$ cat src/rtl/pipelined_decoder.sv
// Three-stage decoder: accept/operand read, execute (drives the ALU), write-back/retire.
// One instruction per cycle with EX and WB forwarding; a HALT closes instr_ready for good.
module pipelined_decoder #(
   parameter int DATA_W     = 8,
   parameter int REG_ADDR_W = 3,
   parameter int OPCODE_W   = 8,
   parameter int CNT_W      = 16
) (
   input  logic                         clk,
   input  logic                         rst,
   input  logic                         instr_valid,
   output logic                         instr_ready,
   input  logic [OPCODE_W+2*DATA_W-1:0] instr_data,
   output logic [REG_ADDR_W-1:0]        gpr_r_addr_a,
   output logic [REG_ADDR_W-1:0]        gpr_r_addr_b,
   input  logic [DATA_W-1:0]            gpr_r_data_a,
   input  logic [DATA_W-1:0]            gpr_r_data_b,
   output logic                         gpr_w_enable,
   output logic [REG_ADDR_W-1:0]        gpr_w_addr,
   output logic [DATA_W-1:0]            gpr_w_data,
   output logic [2:0]                   alu_operation,
   output logic [DATA_W-1:0]            alu_A,
   output logic [DATA_W-1:0]            alu_B,
   input  logic [DATA_W-1:0]            alu_C,
   output logic                         halted,
   output logic                         illegal_op,
   output logic [CNT_W-1:0]             retire_count
);

   localparam logic [OPCODE_W-1:0] OP_NOP  = OPCODE_W'(8'h00);
   localparam logic [OPCODE_W-1:0] OP_LD   = OPCODE_W'(8'h01);
   localparam logic [OPCODE_W-1:0] OP_LDR  = OPCODE_W'(8'h02);
   localparam logic [OPCODE_W-1:0] OP_ADD  = OPCODE_W'(8'h03);
   localparam logic [OPCODE_W-1:0] OP_SUB  = OPCODE_W'(8'h04);
   localparam logic [OPCODE_W-1:0] OP_INC  = OPCODE_W'(8'h05);
   localparam logic [OPCODE_W-1:0] OP_DEC  = OPCODE_W'(8'h06);
   localparam logic [OPCODE_W-1:0] OP_HALT = OPCODE_W'(8'h0F);

   localparam logic [2:0] ALU_NONE = 3'd0;
   localparam logic [2:0] ALU_ADD  = 3'd1;
   localparam logic [2:0] ALU_SUB  = 3'd2;
   localparam logic [2:0] ALU_INC  = 3'd3;
   localparam logic [2:0] ALU_DEC  = 3'd4;

   function automatic logic op_writes(input logic [OPCODE_W-1:0] op);
      return (op == OP_LD)  || (op == OP_LDR) || (op == OP_ADD) ||
             (op == OP_SUB) || (op == OP_INC) || (op == OP_DEC);
   endfunction

   function automatic logic op_known(input logic [OPCODE_W-1:0] op);
      return op_writes(op) || (op == OP_NOP) || (op == OP_HALT);
   endfunction

   // ---------------- accept stage ----------------
   logic [OPCODE_W-1:0]   a_op;
   logic [DATA_W-1:0]     a_arg_a;
   logic [DATA_W-1:0]     a_arg_b;
   logic                  a_fire;
   logic [DATA_W-1:0]     fwd_a;
   logic [DATA_W-1:0]     fwd_b;
   logic [DATA_W-1:0]     opa_d;
   logic [DATA_W-1:0]     opb_d;
   logic                  unused_arg_a_hi;

   assign {a_op, a_arg_a, a_arg_b} = instr_data;
   assign unused_arg_a_hi = ^a_arg_a[DATA_W-1:REG_ADDR_W];

   // EX / WB state, declared here because the accept stage forwards from it
   logic                  ex_vld_q;
   logic [OPCODE_W-1:0]   ex_op_q;
   logic [REG_ADDR_W-1:0] ex_dst_q;
   logic [DATA_W-1:0]     ex_opa_q;
   logic [DATA_W-1:0]     ex_opb_q;
   logic                  ex_is_alu;
   logic                  ex_wr;
   logic [DATA_W-1:0]     ex_result;

   logic                  wb_vld_q;
   logic                  wb_halt_q;
   logic                  wb_ill_q;
   logic                  w_en_q;
   logic [REG_ADDR_W-1:0] w_addr_q;
   logic [DATA_W-1:0]     w_data_q;

   logic                  halt_seen_q;
   logic                  halted_q;
   logic                  illegal_q;
   logic [CNT_W-1:0]      retire_q;
   logic [CNT_W-1:0]      retire_d;

   assign instr_ready = !rst && !halt_seen_q;
   assign a_fire      = instr_valid && instr_ready;

   always_comb begin
      gpr_r_addr_a = '0;
      gpr_r_addr_b = '0;
      case (a_op)
         OP_LD:  gpr_r_addr_a = a_arg_b[REG_ADDR_W-1:0];
         OP_ADD,
         OP_SUB: begin
            gpr_r_addr_a = a_arg_a[REG_ADDR_W-1:0];
            gpr_r_addr_b = a_arg_b[REG_ADDR_W-1:0];
         end
         OP_INC,
         OP_DEC: gpr_r_addr_a = a_arg_a[REG_ADDR_W-1:0];
         default: ;
      endcase
   end

   // Youngest producer wins: the EX result is newer than what WB is writing.
   always_comb begin
      fwd_a = gpr_r_data_a;
      if (ex_wr && (ex_dst_q == gpr_r_addr_a))
         fwd_a = ex_result;
      else if (w_en_q && (w_addr_q == gpr_r_addr_a))
         fwd_a = w_data_q;

      fwd_b = gpr_r_data_b;
      if (ex_wr && (ex_dst_q == gpr_r_addr_b))
         fwd_b = ex_result;
      else if (w_en_q && (w_addr_q == gpr_r_addr_b))
         fwd_b = w_data_q;

      opa_d = '0;
      opb_d = '0;
      case (a_op)
         OP_LDR: opa_d = a_arg_b;
         OP_LD,
         OP_INC,
         OP_DEC: opa_d = fwd_a;
         OP_ADD,
         OP_SUB: begin
            opa_d = fwd_a;
            opb_d = fwd_b;
         end
         default: ;
      endcase
   end

   // ---------------- execute stage ----------------
   always_ff @(posedge clk or posedge rst) begin
      if (rst) begin
         ex_vld_q <= 1'b0;
         ex_op_q  <= '0;
         ex_dst_q <= '0;
         ex_opa_q <= '0;
         ex_opb_q <= '0;
      end else begin
         ex_vld_q <= a_fire;
         if (a_fire) begin
            ex_op_q  <= a_op;
            ex_dst_q <= a_arg_a[REG_ADDR_W-1:0];
            ex_opa_q <= opa_d;
            ex_opb_q <= opb_d;
         end
      end
   end

   always_comb begin
      alu_operation = ALU_NONE;
      alu_A         = '0;
      alu_B         = '0;
      ex_is_alu     = 1'b0;
      if (ex_vld_q) begin
         case (ex_op_q)
            OP_ADD: begin
               alu_operation = ALU_ADD;
               alu_A         = ex_opa_q;
               alu_B         = ex_opb_q;
               ex_is_alu     = 1'b1;
            end
            OP_SUB: begin
               alu_operation = ALU_SUB;
               alu_A         = ex_opa_q;
               alu_B         = ex_opb_q;
               ex_is_alu     = 1'b1;
            end
            OP_INC: begin
               alu_operation = ALU_INC;
               alu_A         = ex_opa_q;
               ex_is_alu     = 1'b1;
            end
            OP_DEC: begin
               alu_operation = ALU_DEC;
               alu_A         = ex_opa_q;
               ex_is_alu     = 1'b1;
            end
            default: ;
         endcase
      end
      ex_result = ex_is_alu ? alu_C : ex_opa_q;
      ex_wr     = ex_vld_q && op_writes(ex_op_q);
   end

   // ---------------- write-back stage ----------------
   always_ff @(posedge clk or posedge rst) begin
      if (rst) begin
         wb_vld_q  <= 1'b0;
         wb_halt_q <= 1'b0;
         wb_ill_q  <= 1'b0;
         w_en_q    <= 1'b0;
         w_addr_q  <= '0;
         w_data_q  <= '0;
      end else begin
         wb_vld_q  <= ex_vld_q;
         wb_halt_q <= ex_vld_q && (ex_op_q == OP_HALT);
         wb_ill_q  <= ex_vld_q && !op_known(ex_op_q);
         w_en_q    <= ex_wr;
         if (ex_wr) begin
            w_addr_q <= ex_dst_q;
            w_data_q <= ex_result;
         end
      end
   end

   assign gpr_w_enable = w_en_q;
   assign gpr_w_addr   = w_addr_q;
   assign gpr_w_data   = w_data_q;

   // ---------------- retirement / status ----------------
   assign retire_d = wb_vld_q ? retire_q + CNT_W'(1) : retire_q;

   always_ff @(posedge clk or posedge rst) begin
      if (rst) begin
         halt_seen_q <= 1'b0;
         halted_q    <= 1'b0;
         illegal_q   <= 1'b0;
         retire_q    <= '0;
      end else begin
         if (a_fire && (a_op == OP_HALT))
            halt_seen_q <= 1'b1;
         if (wb_vld_q && wb_halt_q)
            halted_q <= 1'b1;
         illegal_q <= wb_vld_q && wb_ill_q;
         retire_q  <= retire_d;
      end
   end

   assign halted       = halted_q;
   assign illegal_op   = illegal_q;
   assign retire_count = retire_q;

endmodule

$ cat config.mk
export PLATFORM = sky130hd
export DESIGN_NAME = pipelined_decoder
export DESIGN_NICKNAME = d
export VERILOG_FILES = /design/src/rtl/pipelined_decoder.sv
export SDC_FILE = /design/constraint.sdc
export NUM_CORES = 1
export LEC_CHECK = 0
export BUFFER_PORTS_ARGS = -buffer_cell sky130_fd_sc_hd__buf_2
export CAP_MARGIN = 20
export CORE_UTILIZATION = 53
export CTS_BUF_LIST = sky130_fd_sc_hd__clkbuf_8 sky130_fd_sc_hd__clkbuf_16
export CTS_CLUSTER_SIZE = 12
export DETAILED_ROUTE_END_ITERATION = 7
export PLACE_DENSITY_LB_ADDON = 0.1
export SLEW_MARGIN = 20
export SYNTH_ARGS = -nofsm -noshare
export SYNTH_HDL_FRONTEND = slang
export SYNTH_SLANG_ARGS = --single-unit
$ cat constraint.sdc
create_clock -name clk -period 2.7 [get_ports clk]
set_input_delay 0.54 -clock clk [delete_from_list [all_inputs] [get_ports clk]]
set_output_delay 0.54 -clock clk [all_outputs]
set_load 0.03 [all_outputs]
==> summary.txt, run 1 <==
Outcome
  • Status: finished clean

Worst setup path
  • WP data required: 2160 ps
  • Critical path launch point type: register
  • Critical path, cell by cell: nor4_4 -> nand2_2 -> or2_4 -> nor2_1 -> buf_4 -> and2_1 -> buf_4
  • R2R depth: 7
  • CP Capture Type: primary output
  • R2R Path Start: ex_op_q[6]
  • Crit path max-delay cell type: dfrtp_1
  • Critical Path Max Stage Delay: 410 ps
  • Worst setup startpoint: ex_op_q[6]
  • Arrival @ worst endpoint: 2060 ps
  • WP buf/inv: 2
  • Top delay family on crit path: simple AND/OR/NAND/NOR gates
  • WS Path Type: register to primary output
  • CP Max Fanout: 8
  • Crit path depth: 7
  • Most frequent CP cell: buf_4

Cells and area
  • Post-route cell area: 0.00492 mm2
  • Most frequent cells in the layout: 87 x buf_2, 62 x dfrtp_1, 53 x nand2_1
  • Inserted Diodes: 0
  • Nets: 597
  • Area growth, synth to finish: 26.7%
  • Reg area: 0.00155 mm2
  • Layout Cells excl Fill: 646
  • Layout cell share with drive strength beyond 1: 29.3%
  • Fillers: 557
  • Area of the multi-input gates: 0.00224 mm2
  • Commonest non-fill, non-tap cell in the layout: buf_2

Synthesis
  • Post-synth EDFFs: 0
  • Synthesized Nets: 482
  • Post-synth top flop: dfrtp_1
  • Post-synthesis sequential area ratio: 39.9%
  • Netlist cell types: 52
  • Synth area leader: dfrtp_1
  • Main area contributors after synthesis: dfrtp_1 40%, mux2i_1 5.9%, nand2_1 5.2%
  • Avg Cell Area, Syn: 9.03 um2
  • Yosys top cell area share: 39.9%
  • Synthesized area: 0.00388 mm2
  • Seq cells post-synth: 62
  • Post-synth ARST share: 100%
  • Yosys warning total: 0
  • Syn Inst Count: 430

Route
  • Initial DRT Pass Iterations: 4
  • Total wire length: 9980 um
  • Vias per cell: 5.66
  • Via count: 3657
  • Initial DRC count: 186
  • Avg WL per Cell: 15.4 um
  • DRC: 0
  • Antenna Violating Nets Remaining: 0

Floorplanning
  • Top Ports: 107
  • Site row count: 30
  • Initial Utilization: 55.9%
  • Die width: 87.6 um
  • Core area: 0.00694 mm2
  • Die footprint: 0.00767 mm2
  • Die Ht: 87.6 um

Global route
  • Global Route Usage Sum: 27.6%
  • Largest net degree at the start of global routing: 29
  • First-pass GRT wire length: 16500 um
  • Grt ovf: 0
  • Vias in the first global route: 3492
  • Initial antenna violation count: 0

Placed design
  • IO Port Bufs: 101
  • GP Congestion: 0.850
  • Pre-CTS setup slack: -53.7 ps
  • Placed Cells: 627
  • Post-DP HPWL: 7490 um
  • Placed cell area: 0.00459 mm2

Clocking
  • Worst-skew pair later-pin latency: 340 ps
  • Clock sinks: 62
  • CTS Buf Count: 9
  • Clock-pin slew on the worst setup and hold paths: 70 ps
  • CTS max path bufs: 2
  • Depth of the CTS H-tree: 3
  • # hold bufs at CTS: 0
  • CTS tree: done
  • Root Driver: clkbuf_8

STA
  • Final Critical Period: 2600 ps
  • Max-slew violations: 0
  • Final hold vios: 0
  • Tcrit/Tclk final: 96.5%
  • Setup violators final: 0
  • Worst hold slack: 182 ps
  • Clk_skew: 7.68 ps
  • Slew margin rel.: 38.3%
  • Max Clk Rate: 0.384 GHz
  • Slew @ Worst Pin: 922 ps
  • Setup ws final: 95.2 ps

Flow run
  • Max_cap viols: 0

Power
  • Leak: 2.52 nW
  • Power, Total: 0.00332 W
  • Pwr dens: 675 mW/mm2
  • Maximum vdd drop: 469 uV

Hold path
  • Hold Crit Class: primary input to asynchronous set/reset pin
-- report_power, final --
group	switching, W	internal [W]
combinational	0.000637	0.000372
sequential	0.000206	0.00107
clock	0.000371	0.000658
total	0.00122	0.00210
-- logic make-up after synthesis --
| kind of cell | after synthesis | synth area share [%] |
|---|---|---|
| compound gates | 85 | 16.8 |
| mux | 27 | 7.09 |
| xor+xnor | 25 | 5.64 |
| flops | 62 | 39.9 |
| buf+inv | 25 | 2.87 |
| simple gates | 205 | 27.4 |
| fa+ha+maj | 1 | 0.322 |
-- cell usage after synthesis, types with 5 or more instances --
| cell | count |
|---|---|
| nor2b_1 | 9 |
| o211ai_1 | 8 |
| and3_1 | 16 |
| and2_1 | 25 |
| a32oi_1 | 8 |
| nand3b_1 | 8 |
| nor2_1 | 46 |
| nand2_1 | 54 |
| xor2_1 | 9 |
| a21oi_1 | 18 |
| clkbuf_1 | 16 |
| a221oi_1 | 8 |
| a21o_1 | 10 |
| o21ai_0 | 7 |
| o31ai_1 | 8 |
| mux2i_1 | 23 |
| dfrtp_1 | 62 |
| nand3_1 | 12 |
| xnor2_1 | 16 |
| nand2b_1 | 5 |
| nor3b_1 | 8 |
-- cell type report --
class | instances | share of cell area (%)
clock buffers | 11 | 3.08
clock inverters | 5 | 1.98
inverters | 2 | 0.153
multi-input cells | 343 | 45.6
flip-flops and latches | 62 | 31.5
well taps | 96 | 2.44
repair buffers | 127 | 15.2
-- metal layers --
metal / track usage [%] / part of all wire, % / vias up / routed length [um]
met4: 10.3 / 1.4 / 0 / 135
met1: 36.9 / 46 / 1771 / 4590
met3: 3.96 / 4.5 / 11 / 446
li1: - / - / 1774 / -
met2: 46.0 / 48 / 101 / 4810
met5: 0 / 0 / - / 0
-- registers in the layout, summed over array words and instances (netlist names) --
register and cells:
wb_vld_q 1, gpr_w_addr 3, ex_opb_q 8, wb_ill_q 1
halted 1, halt_seen_q 1, illegal_op 1, wb_halt_q 1
gpr_w_data 8, ex_dst_q 3, ex_op_q 8, retire_count 16
ex_opa_q 8, gpr_w_enable 1, ex_vld_q 1
-- metrics by stage --
stage / TNS [ps] / util [%]
after floorplan: 0 / -
after global placement: 0 / 66.1
after detailed placement: -94.0 / 66.1
after CTS: 0 / 70.5
after global routing: -40.1 / 70.8
final: 0 / 70.8
-- repair_timing --
item / in CTS / in global routing
pin swaps: 0 / 2
buffers inserted: 0 / 3
gates resized for setup: 17 / 2
endpoints found under the setup margin: 16 / 15
-- worst paths after layout --
check	slack, ps	endpoint
worst max-delay path	100	alu_B[6]
worst min-delay path	180	halt_seen_q
worst max register to register	430	ex_opb_q[1]
worst min register to register	420	wb_vld_q
max in group asynchronous	1880	retire_count[6]
min in group clk	420	wb_vld_q
(Power assumes the default switching activity.)
==> run 2: changes to the inputs <==
- ABC_AREA: unset -> 1
==> run 2 against run 1 <==
Compared with the run above:
- setup slack better by 83 ps
- largest cell class unchanged
- combinational power decreased by 12%
- critical path type unchanged
- non-clock buffer count is 20 lower
- highest routed layer unchanged
==> summary.txt, run 2 <==
Synthesis
  • Synth area leader: dfrtp_1 (unchanged)
  • Post-synth ARST share: 100% (unchanged)
  • Main area contributors after synthesis: dfrtp_1 42%, nand2_1 13%, inv_1 6.3% (was dfrtp_1 40%, mux2i_1 5.9%, nand2_1 5.2%)
  • Synthesized area: 0.00373 mm2 (was 0.00388 mm2)
  • Post-synthesis sequential area ratio: 41.6% (was 39.9%)
  • Synthesized Nets: 538 (was 482)
  • Avg Cell Area, Syn: 7.68 um2 (was 9.03 um2)
  • Seq cells post-synth: 62 (unchanged)
  • Top cells by count, synth: 134 x nand2_1, 63 x inv_1, 62 x dfrtp_1 (was 62 x dfrtp_1, 54 x nand2_1, 46 x nor2_1)
  • Yosys top cell area share: 41.6% (was 39.9%)
  • Most common cell in the netlist: nand2_1 (was dfrtp_1)
  • Syn Inst Count: 486 (was 430)
  • Netlist cell types: 37 (was 52)
  • Post-synth EDFFs: 0 (unchanged)
  • Post-synth top flop: dfrtp_1 (unchanged)
  • Yosys warning total: 0 (unchanged)

Clocking
  • Clock sinks: 62 (unchanged)
  • Depth of the CTS H-tree: 3 (unchanged)
  • CTS tree: done (unchanged)
  • CTS Buf Count: 9 (unchanged)
  • Worst-skew pair later-pin latency: 340 ps (about the same)
  • Clock-pin slew on the worst setup and hold paths: 80 ps (was 70 ps)
  • Root Driver: clkbuf_8 (unchanged)
  • CTS max path bufs: 2 (unchanged)

STA
  • Setup TNS Final: 0 ps (unchanged)
  • Worst hold slack: 184 ps (was 182 ps)
  • Max Clk Rate: 0.397 GHz (was 0.384 GHz)
  • Tcrit/Tclk final: 93.4% (was 96.5%)
  • Max-slew violations: 0 (unchanged)
  • Final hold vios: 0 (unchanged)
  • RSZ-0062 raised after global routing: false
  • Slew @ Worst Pin: 650 ps (was 922 ps)
  • Slew margin rel.: 56.5% (was 38.3%)
  • Clk_skew: 12.7 ps (was 7.68 ps)
  • Setup violators final: 0 (unchanged)
  • Final Critical Period: 2520 ps (was 2600 ps)

Floorplanning
  • Die footprint: 0.00738 mm2 (was 0.00767 mm2)
  • Initial Utilization: 55.0% (was 55.9%)
  • Die Ht: 85.9 um (was 87.6 um)
  • Top Ports: 107 (unchanged)
  • Site row count: 30 (unchanged)
  • Core area: 0.00679 mm2 (was 0.00694 mm2)
  • Die width: 85.9 um (was 87.6 um)

Worst setup path
  • Critical Path Max Stage Delay: 380 ps (was 410 ps)
  • Crit path max-delay cell type: dfrtp_1 (unchanged)
  • WS Path Type: register to primary output (unchanged)
  • Critical path, cell by cell: inv_2 -> nand2_2 -> nor2_4 -> inv_2 -> nor2_8 -> nand3_1 -> nand2_1 -> nand2_4 -> nor2_1 -> buf_2 (was nor4_4 -> nand2_2 -> or2_4 -> nor2_1 -> buf_4 -> and2_1 -> buf_4)
  • WP buf/inv: 3 (was 2)
  • Critical path launch point type: register (unchanged)
  • CP Max Fanout: 24 (was 8)
  • Most frequent CP cell: inv_2 (was buf_4)
  • Top delay family on crit path: simple AND/OR/NAND/NOR gates (unchanged)
  • CP Capture Type: primary output (unchanged)
  • WP data required: 2160 ps (about the same)
  • Arrival @ worst endpoint: 1980 ps (was 2060 ps)

Power
  • Power, Total: 0.00296 W (was 0.00332 W)
  • Clock power share: 27.9% (was 31.0%)
  • Maximum vdd drop: 326 uV (was 469 uV)
  • Sw Share: 39.6% (was 36.6%)
  • Leak: 2.52 nW (about the same)
  • Pwr dens: 649 mW/mm2 (was 675 mW/mm2)
  • Flop pwr share: 42.2% (was 38.6%)
  • P_int: 0.00179 W (was 0.00210 W)
  • Combinational Power Share: 29.9% (was 30.4%)
  • Switch Pwr: 0.00117 W (was 0.00122 W)

Cells and area
  • Commonest non-fill, non-tap cell in the layout: nand2_1 (was buf_2)
  • Layout cell share with drive strength beyond 1: 30.9% (was 29.3%)
  • Post-layout util: 67.1% (was 70.8%)
  • Nets: 646 (was 597)
  • Max FFs per register: 16 (unchanged)
  • Area growth, synth to finish: 22.1% (was 26.7%)
  • Most frequent cells in the layout: 133 x nand2_1, 101 x buf_2, 63 x inv_1 (was 87 x buf_2, 62 x dfrtp_1, 53 x nand2_1)

Global route
  • Largest net degree at the start of global routing: 25 (was 29)
  • Initial antenna violation count: 0 (unchanged)
  • Met3 Track Usage GR: 4.14% (was 3.96%)
  • Met1 Resource Use GR: 33.8% (was 36.9%)
  • Global Route Usage Sum: 25.8% (was 27.6%)
  • Grt ovf: 0 (unchanged)
  • Vias in the first global route: 3233 (was 3492)
  • First-pass GRT wire length: 14800 um (was 16500 um)
  • GRT met2 Usage: 42.9% (was 46.0%)
  • Top Usage Layer GRT: met2 (unchanged)

Placed design
  • Post-DP HPWL: 6680 um (was 7490 um)
  • GP Congestion: 0.844 (was 0.850)
  • IO Port Bufs: 101 (unchanged)

Route
  • Initial DRC count: 202 (was 186)
  • Initial DRT Pass Iterations: 4 (unchanged)
  • Via count: 3444 (was 3657)
  • Antenna Violating Nets Remaining: 0 (unchanged)
  • Vias per cell: 4.95 (was 5.66)
  • Avg WL per Cell: 12.9 um (was 15.4 um)
  • DRC: 0 (unchanged)
  • Total wire length: 9000 um (was 9980 um)

Hold path
  • Hold Crit Class: primary input to asynchronous set/reset pin (unchanged)

Outcome
  • Status: finished clean (unchanged)

Flow run
  • Max_cap viols: 0 (unchanged)
==> run 2: cell count changes after synthesis, moves of 13 or more <==
cell	before	now
clkbuf_1	16	3
o21ai_0	7	22
nand3_1	12	43
and2_1	25	0
mux2i_1	23	0
nand2_1	54	134
and3_1	16	0
inv_1	2	63
==> run 2: per-stage QoR <==
| step | setup slack (ps) | instances | area [um2] |
|---|---|---|---|
| floorplan | 504 | 486 | 3730 |
| global placement | 360 | 679 | 4350 |
| detailed placement | 274 | 679 | 4350 |
| CTS | 56.5 | 695 | 4550 |
| global route | 17.4 | 695 | 4560 |
| finish | 179 | 696 | 4560 |
==> run 2: logic make-up (layout without fill, tap and decap cells) <==
kind of cell    after synthesis  after routing  share of synthesized area, %
xor+xnor                     18             18                          4.22
buf+inv                      77            190                          8.18
other cells                   0              1                             0
simple gates                263            263                          33.2
fa+ha+maj                     1              1                         0.335
compound gates               64             64                          12.2
mux                           1              1                         0.302
flops                        62             62                          41.6
==> run 2: worst reg2reg max path, cell delays in order (launching register included) <==
cell and delay (ps):
dfrtp_1 380, inv_2 60, nand2_2 60, nor2_4 120, inv_2 90, nor2_8 110
nand2_4 60, a21oi_4 300, nand4_2 190, nor2_4 440, nand2_1 110, nand2_1 100
o22ai_2 60
==> run 2: what timing repair did <==
item	4_1_cts	5_1_grt
hold endpoints to repair	0	0
buffers inserted	0	0
setup endpoints to repair	0	14
hold buffers	0	0
gates resized for setup	0	2
==> run 2: final timing paths <==
check	end	from	cells past startpoint	slack [ps]
worst max-delay path	alu_A[0]	ex_op_q[5]	10	180
worst min-delay path	halt_seen_q	rst	2	180
min in group clk	ex_op_q[6]	instr_data[22]	3	410
max in group asynchronous	retire_count[15]	rst	3	1850
worst max register to register	ex_opb_q[6]	ex_op_q[5]	12	500
worst min register to register	illegal_op	wb_ill_q	2	450
==> run 2: layout make-up <==
type,count,area [um2]
tap,96,120
sequential,62,1550
timing repair buffer,107,551
antenna,1,2.50
fill,618,2230
clock buffer,9,124
clock inverter,7,75.1
inverter,67,251
multi-input combinational,347,1880
==> run 2: per-layer routing <==
layer	part of all wire, %	routed length, um
met5	0	0
met4	1.5	138
met3	6.0	540
met2	47	4270
met1	45	4050
==> run 2: power by group through the flow <==
| stage | combinational [W] | sequential, W | clock (W) |
|---|---|---|---|
| 3_5_place_dp | 0.000887 | 0.00126 | 0 |
| 2_1_floorplan | 0.000398 | 0.00147 | 0 |
| 5_1_grt | 0.000972 | 0.00127 | 0.000874 |
| 6_report | 0.000885 | 0.00125 | 0.000827 |
| 4_1_cts | 0.000892 | 0.00125 | 0.000838 |
| 3_3_place_gp | 0.000871 | 0.00126 | 0 |
==> run 3: changes to the inputs <==
- clock period: 2.7 -> 2.8 ns (I/O delays scaled with it)
==> run 3 against run 2 <==
Compared with the run above:
- via count increased by 1.0%
- wire length down 1.2%
- largest cell class unchanged
- largest power group unchanged
- register-to-register slack better by 100 ps
- critical path type unchanged
==> summary.txt, run 3 (same netlist as run 2, synthesis figures left out) <==
Outcome
  • Status: finished clean (unchanged)

STA
  • Tcrit/Tclk final: 90.7%
  • Setup TNS Final: 0 ps (unchanged)
  • Max Clk Rate: 0.394 GHz
  • Final hold vios: 0 (unchanged)
  • RSZ-0062 raised after global routing: false (unchanged)
  • Setup ws final: 260 ps (was 179 ps)
  • Slew margin rel.: 46.7% (was 56.5%)
  • Final Critical Period: 2540 ps
  • Slew @ Worst Pin: 799 ps (was 650 ps)
  • Max-slew violations: 0 (unchanged)
  • Setup violators final: 0 (unchanged)
  • Clk_skew: 9.46 ps (was 12.7 ps)

Cells and area
  • Fillers: 601 (was 618)
  • Inserted Diodes: 0 (was 1)
  • Post-layout util: 66.8% (was 67.1%)
  • Most frequent cells in the layout: 134 x nand2_1, 101 x buf_2, 62 x inv_1, 62 x dfrtp_1, 43 x nand3_1 (was 133 x nand2_1, 101 x buf_2, 63 x inv_1)
  • Max FFs per register: 16 (unchanged)
  • Nets: 644 (was 646)
  • Area growth, synth to finish: 21.5% (was 22.1%)
  • Commonest non-fill, non-tap cell in the layout: nand2_1 (unchanged)
  • Layout cell share with drive strength beyond 1: 30.7% (was 30.9%)
  • Post-route cell area: 0.00454 mm2 (was 0.00456 mm2)

Worst setup path
  • WS Path Type: register to primary output (unchanged)
  • WP data required: 2240 ps (was 2160 ps)
  • Critical path, cell by cell: inv_1 -> nand2_1 -> nor2_4 -> inv_2 -> nor2_8 -> nand3_1 -> nand2_1 -> nand2_1 -> nor2_1 -> buf_2 (was inv_2 -> nand2_2 -> nor2_4 -> inv_2 -> nor2_8 -> nand3_1 -> nand2_1 -> nand2_4 -> nor2_1 -> buf_2)
  • CP Max Fanout: 8 (was 24)
  • CP Capture Type: primary output (unchanged)
  • Crit path max-delay cell type: dfrtp_1 (unchanged)
  • Critical path launch point type: register (unchanged)
  • Critical Path Max Stage Delay: 360 ps (was 380 ps)
  • Arrival @ worst endpoint: 1980 ps (about the same)
  • Most frequent CP cell: nand2_1 (was inv_2)

Route
  • Via count: 3480 (was 3444)
  • Vias per cell: 5.02 (was 4.95)
  • Antenna Violating Nets Remaining: 0 (unchanged)
  • DRC: 0 (unchanged)
  • Avg WL per Cell: 12.8 um (was 12.9 um)
  • Initial DRT Pass Iterations: 5 (was 4)
  • Total wire length: 8890 um (was 9000 um)
  • Initial DRC count: 233 (was 202)

Global route
  • Vias in the first global route: 3197 (was 3233)
  • Grt ovf: 0 (unchanged)
  • First-pass GRT wire length: 14800 um (about the same)
  • Largest net degree at the start of global routing: 63 (was 25)
  • Global Route Usage Sum: 25.9% (was 25.8%)
  • Initial antenna violation count: 0 (unchanged)

Floorplanning
  • Core area: 0.00679 mm2 (unchanged)
  • Initial Utilization: 55.0% (unchanged)
  • Die width: 85.9 um (unchanged)
  • Die Ht: 85.9 um (unchanged)
  • Top Ports: 107 (unchanged)
  • Die footprint: 0.00738 mm2 (unchanged)
  • Site row count: 30 (unchanged)

Clocking
  • Worst-skew pair later-pin latency: 340 ps (about the same)
  • Clock sinks: 62 (unchanged)
  • Root Driver: clkbuf_8 (unchanged)
  • Depth of the CTS H-tree: 3 (unchanged)
  • CTS max path bufs: 2 (unchanged)
  • CTS tree: done (unchanged)
  • Clock-pin slew on the worst setup and hold paths: 80 ps (about the same)
  • CTS Buf Count: 9 (unchanged)

Placed design
  • IO Port Bufs: 101 (unchanged)
  • Post-DP HPWL: 6530 um (was 6680 um)
  • Placed cell area: 0.00435 mm2 (about the same)
  • GP Congestion: 0.830 (was 0.844)
  • Pre-CTS setup slack: 399 ps (was 274 ps)

Hold path
  • Hold Crit Class: primary input to register (was primary input to asynchronous set/reset pin)

Power
  • Power, Total: 0.00280 W (was 0.00296 W)
  • Maximum vdd drop: 296 uV (was 326 uV)
  • Leak: 2.50 nW (was 2.52 nW)
  • Pwr dens: 616 mW/mm2 (was 649 mW/mm2)

Flow run
  • Max_cap viols: 0 (unchanged)
[run 3: final timing paths]
kind	startpoint	to	slack, ps	depth (start not counted)
max	ex_op_q[6]	alu_B[0]	260	10
max in group asynchronous	rst	ex_opb_q[0]	1820	3
min	instr_data[22]	ex_op_q[6]	430	3
min reg2reg	halted	halted	460	1
max reg2reg	ex_op_q[6]	ex_opb_q[6]	600	12
min in group asynchronous	rst	ex_op_q[5]	440	3
[run 3: metal layers]
layer  vias to the layer above  GRT usage, %  part of all wire [%]
met1                      1606          35.3                    47
met5                         -             0                     0
met4                         0          11.7                   1.8
met3                        13          3.95                   5.1
met2                       112          40.9                    46
li1                       1749             -                     -
[run 3: report_power, final]
group	internal, W	switching (W)	leakage (nW)
clock network	0.000349	0.000386	0.0889
logic	0.000263	0.000592	1.61
registers	0.00105	0.000158	0.796
[run 3: critical path, delay by kind of cell (launching register included)]
family	cells	cell delay (ps)
simple gates	7	890
flops	1	360
buf+inv	3	360
[run 3: metrics by stage]
step           cells  hold WS, ps
6_report         693          433
5_1_grt          693          437
4_1_cts          693          423
3_5_place_dp     677          435
3_3_place_gp     677          424
2_1_floorplan    486          412
[run 3: area by class of cell]
type / count / area [um2] / share of cell area, %
Multi-Input combinational cell: 347 / 1880 / 41.5
Clock buffer: 10 / 138 / 3.03
Sequential cell: 62 / 1550 / 34.2
Tap cell: 96 / 120 / 2.65
Clock inverter: 6 / 46.3 / 1.02
Timing Repair Buffer: 105 / 548 / 12.1
Inverter: 67 / 251 / 5.54
[run 3: timing repair]
item                       CTS  global route
buffers inserted             0             0
hold buffers                 0             0
setup endpoints to repair    0             2
resized for setup            0             1
